==> config.mk <==
export PLATFORM = sky130hd
export DESIGN_NAME = if_fetch_unit
export DESIGN_NICKNAME = d
export VERILOG_FILES = /design/src/rtl/if_fetch_unit.sv
export SDC_FILE = /design/constraint.sdc
export NUM_CORES = 1
export LEC_CHECK = 0
export BUFFER_PORTS_ARGS = -buffer_cell sky130_fd_sc_hd__clkbuf_2
export CORE_ASPECT_RATIO = 2
export CORE_MARGIN = 3
export CORE_UTILIZATION = 32
export DETAILED_ROUTE_END_ITERATION = 8
export MAX_ROUTING_LAYER = met4
export RECOVER_POWER = 50
export SYNTH_ARGS = -nofsm -noshare
export SYNTH_HDL_FRONTEND = slang
export SYNTH_SLANG_ARGS = --single-unit
==> constraint.sdc <==
create_clock -name clk_i -period 6.4 [get_ports clk_i]
set_clock_uncertainty 0.15 [all_clocks]
set_input_delay 0.96 -clock clk_i [delete_from_list [all_inputs] [get_ports clk_i]]
set_output_delay 0.96 -clock clk_i [all_outputs]
set_load 0.02 [all_outputs]
==> src/rtl/if_fetch_unit.sv <==
// MIPS instruction-fetch stage: issues in-order bus requests, keeps a PC-tagged return queue
// and discards stale responses after redirects. Define IF_ADEL_CHECK_EN for misaligned-PC AdEL entries.
module if_fetch_unit #(
  parameter logic [31:0] RESET_PC = 32'hBFC0_0000,
  parameter int          DEPTH    = 4
) (
  input  logic        clk_i,
  input  logic        rst_i,
  input  logic        redirect_i,
  input  logic [31:0] redirect_pc_i,
  input  logic        exc_i,
  input  logic [31:0] exc_pc_i,
  output logic        inst_req_o,
  output logic [31:0] inst_addr_o,
  input  logic        inst_addr_ok_i,
  input  logic        inst_data_ok_i,
  input  logic [31:0] inst_rdata_i,
  output logic        valid_o,
  input  logic        ready_i,
  output logic [31:0] pc_o,
  output logic [31:0] inst_o,
  output logic        adel_o
);
  localparam int PTR_W = $clog2(DEPTH);
  localparam int CNT_W = PTR_W + 1;
  localparam logic [CNT_W:0] DEPTH_OCC = (CNT_W+1)'(DEPTH);

  logic [31:0]      fetch_pc_q, fetch_pc_d;
  logic [PTR_W-1:0] head_q, head_d;
  logic [CNT_W-1:0] count_q, count_d;
  logic [CNT_W-1:0] alloc_q, alloc_d;
  logic [CNT_W-1:0] discard_q, discard_d;
  logic [31:0]      slot_pc_q   [DEPTH];
  logic [31:0]      slot_pc_d   [DEPTH];
  logic [31:0]      slot_inst_q [DEPTH];
  logic [31:0]      slot_inst_d [DEPTH];

  logic             flush, fetch_block, adel_push, req, accept;
  logic             has_pending, ret_fill, ret_drop, pop;
  logic [31:0]      target_pc;
  logic [CNT_W:0]   occupancy;
  logic [CNT_W-1:0] pending;
  logic [PTR_W-1:0] res_idx, fill_idx;

  // Slots head..head+count-1 hold returned data; head+count..head+alloc-1 await returns.
  assign flush       = exc_i | redirect_i;
  assign target_pc   = exc_i ? exc_pc_i : redirect_pc_i;
  assign occupancy   = {1'b0, alloc_q} + {1'b0, discard_q};
  assign pending     = alloc_q - count_q;
  assign has_pending = alloc_q != count_q;
  assign res_idx     = head_q + alloc_q[PTR_W-1:0];
  assign fill_idx    = head_q + count_q[PTR_W-1:0];

  assign req      = !rst_i && !flush && !fetch_block && (occupancy < DEPTH_OCC);
  assign accept   = req & inst_addr_ok_i;
  assign ret_drop = inst_data_ok_i && (discard_q != '0);
  assign ret_fill = inst_data_ok_i && (discard_q == '0) && has_pending;
  assign pop      = valid_o & ready_i;

  assign inst_req_o = req;
  assign valid_o    = count_q != '0;
  assign pc_o       = slot_pc_q[head_q];
  assign inst_o     = slot_inst_q[head_q];

`ifdef IF_ADEL_CHECK_EN
  logic halted_q, halted_d;
  logic slot_adel_q [DEPTH];
  logic slot_adel_d [DEPTH];
  logic misaligned;

  // Misaligned PCs never reach the bus; a single AdEL entry is queued once older work is back.
  assign misaligned  = fetch_pc_q[1:0] != 2'b00;
  assign fetch_block = halted_q | misaligned;
  assign adel_push   = !flush && !halted_q && misaligned && !has_pending &&
                       ({1'b0, alloc_q} < DEPTH_OCC);
  assign inst_addr_o = fetch_pc_q;
  assign adel_o      = slot_adel_q[head_q];
`else
  assign fetch_block = 1'b0;
  assign adel_push   = 1'b0;
  assign inst_addr_o = {fetch_pc_q[31:2], 2'b00};
  assign adel_o      = 1'b0;
`endif

  always_comb begin
    fetch_pc_d  = fetch_pc_q;
    head_d      = head_q;
    count_d     = count_q;
    alloc_d     = alloc_q;
    discard_d   = discard_q;
    slot_pc_d   = slot_pc_q;
    slot_inst_d = slot_inst_q;
`ifdef IF_ADEL_CHECK_EN
    halted_d    = halted_q;
    slot_adel_d = slot_adel_q;
`endif
    if (flush) begin
      // Everything still owed by the bus becomes a response to throw away.
      fetch_pc_d = target_pc;
      count_d    = '0;
      alloc_d    = '0;
      discard_d  = discard_q + pending - CNT_W'(ret_drop) - CNT_W'(ret_fill);
`ifdef IF_ADEL_CHECK_EN
      halted_d   = 1'b0;
`endif
    end else begin
      if (accept) begin
        slot_pc_d[res_idx] = fetch_pc_q;
        fetch_pc_d         = fetch_pc_q + 32'd4;
`ifdef IF_ADEL_CHECK_EN
        slot_adel_d[res_idx] = 1'b0;
`endif
      end
      if (adel_push) begin
        slot_pc_d[res_idx]   = fetch_pc_q;
        slot_inst_d[res_idx] = '0;
`ifdef IF_ADEL_CHECK_EN
        slot_adel_d[res_idx] = 1'b1;
        halted_d             = 1'b1;
`endif
      end
      if (ret_fill) begin
        slot_inst_d[fill_idx] = inst_rdata_i;
      end
      if (ret_drop) begin
        discard_d = discard_q - CNT_W'(1);
      end
      count_d = count_q + CNT_W'(ret_fill) + CNT_W'(adel_push) - CNT_W'(pop);
      alloc_d = alloc_q + CNT_W'(accept) + CNT_W'(adel_push) - CNT_W'(pop);
      head_d  = head_q + PTR_W'(pop);
    end
  end

  always_ff @(posedge clk_i) begin
    if (rst_i) begin
      fetch_pc_q <= RESET_PC;
      head_q     <= '0;
      count_q    <= '0;
      alloc_q    <= '0;
      discard_q  <= '0;
      for (int i = 0; i < DEPTH; i++) begin
        slot_pc_q[i]   <= '0;
        slot_inst_q[i] <= '0;
      end
    end else begin
      fetch_pc_q  <= fetch_pc_d;
      head_q      <= head_d;
      count_q     <= count_d;
      alloc_q     <= alloc_d;
      discard_q   <= discard_d;
      slot_pc_q   <= slot_pc_d;
      slot_inst_q <= slot_inst_d;
    end
  end

`ifdef IF_ADEL_CHECK_EN
  always_ff @(posedge clk_i) begin
    if (rst_i) begin
      halted_q <= 1'b0;
      for (int i = 0; i < DEPTH; i++) begin
        slot_adel_q[i] <= 1'b0;
      end
    end else begin
      halted_q    <= halted_d;
      slot_adel_q <= slot_adel_d;
    end
  end
`endif

endmodule

-- After elaboration in Yosys (flattened, before gate mapping)
Cells that the tools add are included.
- add/subtract/negate cells: 14
- order comparisons: 6
- equality and inequality tests: 1
- multiplexer cells: 19
- bitwise gates (word level): 7
- reductions and logical operators: 16
- operators with widths (kind ; count):
    $mux 32 ; 9
    $bwmux 128 ; 2
    $mux 128 ; 2
    $bmux 32 s2 ; 2
    $demux 32 s2 ; 2
    $add 32x3->32 const B ; 1
    $sub 3x1->3 ; 4
    $ge 3x3->1 const B ; 3
    $not 2->3 ; 3
    $logic_and 1x1->1 ; 7
    $add 3x1->3 ; 2
    $lt 3x1->1 const B ; 2
    $mux 3 ; 2
    $reduce_bool 3->1 ; 2
    $add 2x2->2 ; 2
    $add 3x3->4 ; 1
    $lt 4x3->1 const B ; 1
    $reduce_bool 2->1 ; 2
    $add 3x3->3 ; 1
    $logic_not 3->1 ; 1
    $ne 3x3->1 ; 1
    $sub 3x1->3 const B ; 1
    $sub 3x3->3 ; 1
    $add 2x1->2 ; 1
    6 further kinds ; 8
- register bits after elaboration: 299
- input port bits: 103
- output and inout bits: 99
- logic and storage cells: 76

-- Longest topological paths before layout
Gate-level depths: netlist (run 1).
- word-level depth: 8
- mapped depth: 15
- depth with buffers taken out: 15

-- Least setup slack after synthesis (run 1)
Ideal clock, no wire load.
- path type: input -> register
- start point: input port inst_data_ok_i
- end point: register discard_q[2]
- library setup time: 70 ps
- data arrival time: 3700 ps
- required time: 6180 ps
- path slack: 2480 ps
- stages on the path: 12
- path buffers: 0
- path through: a21boi_1 ha_1 fa_1 fa_1 inv_1 ha_1 fa_1 xnor2_1 xnor2_1 xnor2_1 nand2_1 a21oi_1
- word-level cells in the longest chain between the ends: 4
- elaborated cells on any way between the ends: 7
- those cells by class: add/sub (2); mux (1); reduce/logical (4)
- RTL lines (element ; line ; RTL):
    start, declared ; 16 ; input logic inst_data_ok_i,
    $logic_and 1x1->1 (on tied branches) ; 56, 57 ;
    $sub 3x1->3 or $logic_and 1x1->1 (tied branches) ; 102, 57 ;
    $sub 3x1->3 ; 102 ; discard_d = discard_q + pending - CNT_W'(ret_drop) - CNT_W'(ret_fill);
    $mux 3 ; 97 ; if (flush) begin
    end signal, assigned ; 150 ; discard_q <= discard_d;
    end, declared ; 32 ; logic [CNT_W-1:0] discard_q, discard_d;
Several ways; a longest one is shown, not always the timed one.
A chain may end at the register's enable or synchronous reset.

-- Worst setup path in the final report (run 1)
- start point: input port redirect_i
- end point: register slot_inst_q[24] (netlist name)
- word-level cells in the longest chain between the ends: 1
- RTL lines (element ; line ; RTL):
    start, declared ; 9 ; input logic redirect_i,
    $or 1x1->1 ; 46 ; assign flush = exc_i | redirect_i;
    end signal, assigned ; 152 ; slot_inst_q <= slot_inst_d;
    end, declared ; 35 ; logic [31:0] slot_inst_q [DEPTH];
No other way between the ends.

==> results of run 1 <==
## cells by family (layout without fill, tap and decap cells)
family	Yosys count	count (layout)	synth area share
adder cells (fa/ha/maj)	21	21	0.0221
buffers and inverters	200	298	0.0683
flip-flops	299	299	0.430
AND/OR/NAND/NOR	654	654	0.196
other	1	3	0.000270
XOR/XNOR	27	27	0.0180
multiplexers	101	101	0.130
AO/OA/AOI/OAI	337	337	0.135
## power by group through the flow
stage | clock network, mW | logic [mW] | registers [mW]
floorplan | 0 | 0.281 | 1.95
global placement | 0 | 0.361 | 2.00
detailed placement | 0 | 0.368 | 2.00
CTS | 1.84 | 0.370 | 1.95
global route | 1.91 | 0.396 | 1.96
finish | 1.80 | 0.360 | 1.95
## cells in the final DEF, fill, tap and decap left out, types with 4 or more instances in the layout
cell,netlist,layout
nand2_1,492,492
dfxtp_1,299,297
a21oi_1,255,255
clkbuf_2,0,159
mux4_2,64,64
nor2_1,57,56
clkbuf_1,96,50
mux2i_1,37,37
clkbuf_16,0,29
inv_1,22,23
o21ai_0,18,18
nand3_1,17,17
xnor2_1,16,16
nor3_1,17,15
ha_1,15,15
buf_4,35,15
or3_1,12,12
and3_1,12,10
xor2_1,10,10
nor4_1,8,9
nand4_1,9,9
a211oi_1,8,8
and2_1,8,7
a21o_1,7,7
a31oi_1,7,7
and4_1,6,6
fa_1,6,6
clkbuf_8,0,6
o211ai_1,5,5
clkinv_2,0,5
o41ai_1,4,4
o22ai_1,4,4
o31a_1,4,4
## worst register-to-register path: cells and delay by family, from the launching register on
kind,cells,cell delay [ns]
mux,1,0.43
buf+inv,3,2.47
flops,1,0.35
simple gates,3,0.47
fa+ha+maj,1,0.19
compound gates,1,0.16
## cell type report
cell class	count	area share
Tap cell	545	0.0430
Timing Repair Buffer	220	0.0688
Inverter	24	0.00568
Multi-Input combinational cell	1143	0.442
Sequential cell	299	0.378
Clock buffer	39	0.0513
Clock inverter	15	0.0114
## cells in the mapped netlist, types with 3 or more instances
cell | n | area (um^2)
o41ai_1 | 4 | 35.0
a211oi_1 | 8 | 60.1
fa_1 | 6 | 120
buf_4 | 35 | 263
o31a_1 | 4 | 35.0
buf_1 | 11 | 41.3
dfxtp_1 | 299 | 5990
ha_1 | 15 | 188
inv_1 | 22 | 82.6
nand2_1 | 492 | 1850
a21o_1 | 7 | 52.6
o22ai_1 | 4 | 25.0
o31ai_1 | 3 | 22.5
mux4_2 | 64 | 1440
or3_1 | 12 | 75.1
and2_1 | 8 | 50.1
xnor2_1 | 16 | 140
nor2_1 | 57 | 214
and3_1 | 12 | 75.1
xor2_1 | 10 | 87.6
buf_2 | 30 | 150
o211ai_1 | 5 | 37.5
a311oi_1 | 3 | 26.3
nand3_1 | 17 | 85.1
nand4_1 | 9 | 56.3
nor4_1 | 8 | 50.1
nand2b_1 | 3 | 18.8
buf_6 | 4 | 45.0
a31oi_1 | 7 | 43.8
clkbuf_1 | 96 | 360
nor3_1 | 17 | 85.1
o311ai_0 | 3 | 26.3
and4_1 | 6 | 52.6
o21ai_0 | 18 | 90.1
mux2i_1 | 37 | 370
a21oi_1 | 255 | 1280
## flip-flops by register name, indices dropped and copies added (netlist names)
register     flops
head_q           2
discard_q        3
fetch_pc_q      32
count_q          3
alloc_q          3
slot_inst_q    128
slot_pc_q      128
## per-layer routing
layer,share of wire,GRT usage,routed length [um],vias up
li1,-,-,-,5704
met1,0.37,0.202,16200,5716
met2,0.54,0.351,23800,420
met3,0.056,0.0219,2460,93
met4,0.040,0.0802,1770,0
met5,0,-,0,-
## per-stage QoR
step | utilization | instances | power, mW | setup WS, ns | area, um^2
final | 0.370 | 2285 | 4.11 | 1.36 | 15900
after global routing | 0.370 | 2285 | 4.26 | 1.13 | 15900
after CTS | 0.372 | 2285 | 4.17 | 2.43 | 15900
after detailed placement | 0.349 | 2231 | 2.36 | 1.91 | 15000
after global placement | 0.349 | 2231 | 2.36 | 1.96 | 15000
after floorplan | - | 1642 | 2.23 | 2.48 | 13900
## final timing paths
path | endpoint | slack, ns | depth (start not counted)
max | slot_inst_q[24]$_SDFFE_PP0P_ | 1.36 | 9
min | slot_inst_q[59]$_SDFFE_PP0P_ | 0.30 | 2
max reg2reg | slot_inst_q[24]$_SDFFE_PP0P_ | 2.02 | 9
min reg2reg | slot_inst_q[59]$_SDFFE_PP0P_ | 0.30 | 2
==> out/qor.csv, run 1 <==
metric,value,unit
cp_top_family,buffers and inverters,
die_area,46200,um^2
diodes,0,
vias,11900,
avgSynthCellArea,8.48,um^2
synth-seq-area-share,0.430,
grt_pass1_wl,67.4,mm
worst-path-buf-inv,4,
grt_overflow,0,
hp-class,reg -> reg,
crit_required,6.66,ns
fin_crit,5.04,ns
fill_cells,4428,
synth_cell_types,61,
cts_resized,0,
grt_pass1_vias,11800,
p_comb_frac,0.088,
power_frac_clock,0.437,
rsz0062_at_grt,no,
fin_nets,1841,
status,"finished, violations left",
place_hpwl,29.9,mm
seq_area,5990,um^2
firstDrtPassIters,7,
clockBufferDepth,3,
drive_gt1_frac,0.175,
antenna_left,0,
hold_violations,0,
clk_latency,0.57,ns
yosysWarnings,0,
crit_type,in -> reg,
vias_per_cell,5.22,
ys.flop_type,dfxtp_1,
setup.worst_path.start,redirect_i,
setup_tns,0,ns
swShare,0.260,
arrival,5.30,ns
leakage,5.51,nW
antenna_found_initial,0,
worstMarginPinSlew,2.86,ns
crit_path_top_delay_cell,clkbuf_1,
die_x,153,um
cts_max_level,1,
internal_power,3.04,mW
cpMostUsedCell,clkbuf_1,
grt_use_total,0.189,
p_sw,1.07,mW
syn_to_final_growth,14.0,%
routed_wl,44.2,mm
finalSetupViolations,0,
slew-limit-headroom,-0.909,
maxCapViolCount,4,
critPathLaunchType,input pin,
drt_iter0_drc,782,
grt_start_max_net_pins,108,
num_rows,107,
post-cts-setup-buffer-count,0,
synth-seq-cells,299,
critPathMaxStageDelay,2.03,ns
numClockSinks,299,
sequentialPowerShare,0.476,
final_max_slew_viol_count,138,
multiInputGateArea,7010,um^2
die_h,301,um
synth_edf_count,0,
synthCells,1640,
core-area,42800,um^2
cp_max_fo,38,
synthArstFlopShare,0,
ios,202,
start_util,0.325,
cts_buffers,29,
drc,0,
netlist_area,13900,um^2
wl_per_cell,19.4,um
cellPowerDensity,259,nW/um^2
violations,"max-capacitance violations, max-slew violations",
io_buffers,198,
r2r_start,discard_q[0]$_SDFFE_PP0P_,
ctsHoldBuffers,0,
crit_chain,clkbuf_2 -> clkbuf_1 -> nor2_1 -> o311ai_0 -> clkbuf_1 -> nor3b_2 -> clkbuf_1 -> mux2i_1 -> nor2_1,
root_buffer,clkbuf_16,
vdd_drop_max,0.215,mV
clk_pin_slew_worst_paths,0.06,ns
whs,0.303,ns
hp-start,slot_inst_q[59]$_SDFFE_PP0P_,
fin_crit_sh,0.788,
end_kind,flip-flop,
cts_tree,built,
fmax,0.198,GHz
gp_congestion,0.902,
Power figures use the tool's default switching activity.
==> inputs of run 2 (changes only) <==
- clock period: 6.4 -> 5.1 ns (I/O delays scaled with it)
==> run 2 against run 1 <==
Compared with the run above:
- the run still ends with max-capacitance violations, max-slew violations left
- largest cell class unchanged
- power increased by 23%
- critical path depth fell by 5
- combinational power rose by 27%
- setup slack worse by 0.40 ns
==> out/qor.csv, run 2 (synthesized netlist as in run 1, its figures left out) <==
metric,value,unit
status,"finished, violations left",
violations,"max-capacitance violations, max-slew violations",
grt_pass1_wl,69.4,mm
drive_gt1_frac,0.178,
fin_crit_sh,0.813,
io_buffers,198,
setup.worst_path.start,rst_i,
diodes,0,
clk_pin_slew_worst_paths,0.07,ns
end_kind,flip-flop,
place_hpwl,30.4,mm
gp_congestion,0.881,
critPathLaunchType,input pin,
fin_crit,4.15,ns
vdd_drop_max,0.234,mV
antenna_found_initial,0,
clk_latency,0.57,ns
hold_violations,0,
syn_to_final_growth,13.8,%
cts_tree,built,
maxCapViolCount,4,
ios,202,
grt_pass1_vias,12000,
setup_tns,0,ns
slew-limit-headroom,-0.318,
cts_buffers,29,
antenna_left,0,
wl_per_cell,19.6,um
p_total,5.05,mW
cts_resized,0,
ctsHoldBuffers,0,
r2r-end,slot_inst_q[76]$_SDFFE_PP0P_,
r2r_slack,1.04,ns
grt_use_total,0.193,
worstMarginPinSlew,1.98,ns
arrival,4.50,ns
globalRouteMet1Util,0.203,
root_buffer,clkbuf_16,
final_common_cell,nand2_1,
grt_start_max_net_pins,97,
num_rows,107,
finalWorstSetupSlack,0.955,ns
cp_max_fo,90,
post-place-ws,1.05,ns
met3_usage,0.0224,
crit_required,5.45,ns
die_area,46200,um^2
grt_busiest_layer,met2,
start_util,0.325,
drt_iter0_drc,797,
fin_nets,1844,
reg2reg_depth,5,
largestRegisters,"slot_inst_q x128, slot_pc_q x128, fetch_pc_q x32",
cts_max_level,1,
core-area,42800,um^2
crit_type,in -> reg,
fmax,0.241,GHz
drc,0,
final_area,15800,um^2
leakage,5.53,nW
crit_end,fetch_pc_q[23]$_SDFFE_PP1P_,
hp-class,in -> reg,
r2r_start,head_q[1]$_SDFFE_PP0P_,
die_h,301,um
rsz0062_at_grt,no,
routed_wl,44.7,mm
met2_usage,0.352,
placed_area,15000,um^2
finalSetupViolations,0,
cellPowerDensity,319,nW/um^2
die_x,153,um
vias,11900,
grt_overflow,0,
vias_per_cell,5.22,
post-cts-setup-buffer-count,0,
numClockSinks,299,
firstDrtPassIters,5,
clockBufferDepth,3,
mostFrequentLayoutCells,"492 x nand2_1, 297 x dfxtp_1, 255 x a21oi_1",
final_max_slew_viol_count,270,
==> run 2: cell count changes in the layout (fill, tap and decap cells not counted), moves of 2 or more <==
cell        before  now
inv_6            1    3
clkinvlp_4       3    1
bufinv_16        3    1
clkbuf_1        50   42
buf_4           15   21
and3_2           2    0
clkbuf_2       159  163
and3_1          10   12
==> run 2: worst min-delay path by stage <==
stage | cells after the start | to | start
3_3_place_gp | 2 | slot_inst_q[36]$_SDFFE_PP0P_ | slot_inst_q[36]$_SDFFE_PP0P_
4_1_cts | 3 | fetch_pc_q[1]$_SDFFE_PP0P_ | exc_pc_i[1]
3_5_place_dp | 2 | slot_pc_q[57]$_SDFFE_PP0P_ | slot_pc_q[57]$_SDFFE_PP0P_
5_1_grt | 3 | fetch_pc_q[1]$_SDFFE_PP0P_ | exc_pc_i[1]
2_1_floorplan | 2 | slot_inst_q[32]$_SDFFE_PP0P_ | slot_inst_q[32]$_SDFFE_PP0P_
6_report | 3 | fetch_pc_q[0]$_SDFFE_PP0P_ | exc_pc_i[0]
==> run 2: through the flow <==
step                      hold slack, ns  cells   util
after floorplan                    0.283   1642      -
after global placement             0.288   2234  0.350
after detailed placement           0.293   2234  0.350
after CTS                          0.246   2285  0.371
after global routing               0.289   2285  0.370
final                              0.274   2285  0.370
==> run 2: per-layer routing <==
| metal | part of all wire | vias to the layer above | wire length, um |
|---|---|---|---|
| li1 | - | 5729 | - |
| met1 | 0.36 | 5686 | 16300 |
| met2 | 0.53 | 392 | 23700 |
| met3 | 0.049 | 110 | 2180 |
| met4 | 0.056 | 0 | 2510 |
| met5 | 0 | - | 0 |
==> run 2: layout make-up <==
type                    count  area (um^2)
inverters                  24         90.1
clock inverters            12          104
fillers                  4441        27000
multi-input cells        1143         7010
flip-flops and latches    299         5990
well taps                 545          682
clock buffers              39          823
repair buffers            223         1140
==> run 2: power by group <==
group | switching [mW] | total [mW] | leakage [nW] | internal [mW]
combinational | 0.291 | 0.459 | 2.65 | 0.168
clock | 0.959 | 2.14 | 0.461 | 1.19
sequential | 0.0819 | 2.45 | 2.42 | 2.37
==> run 2: critical path, cell delays in order <==
cell,delay [ns]
clkbuf_1,0.97
clkbuf_2,1.49
buf_4,0.87
o32a_1,0.25
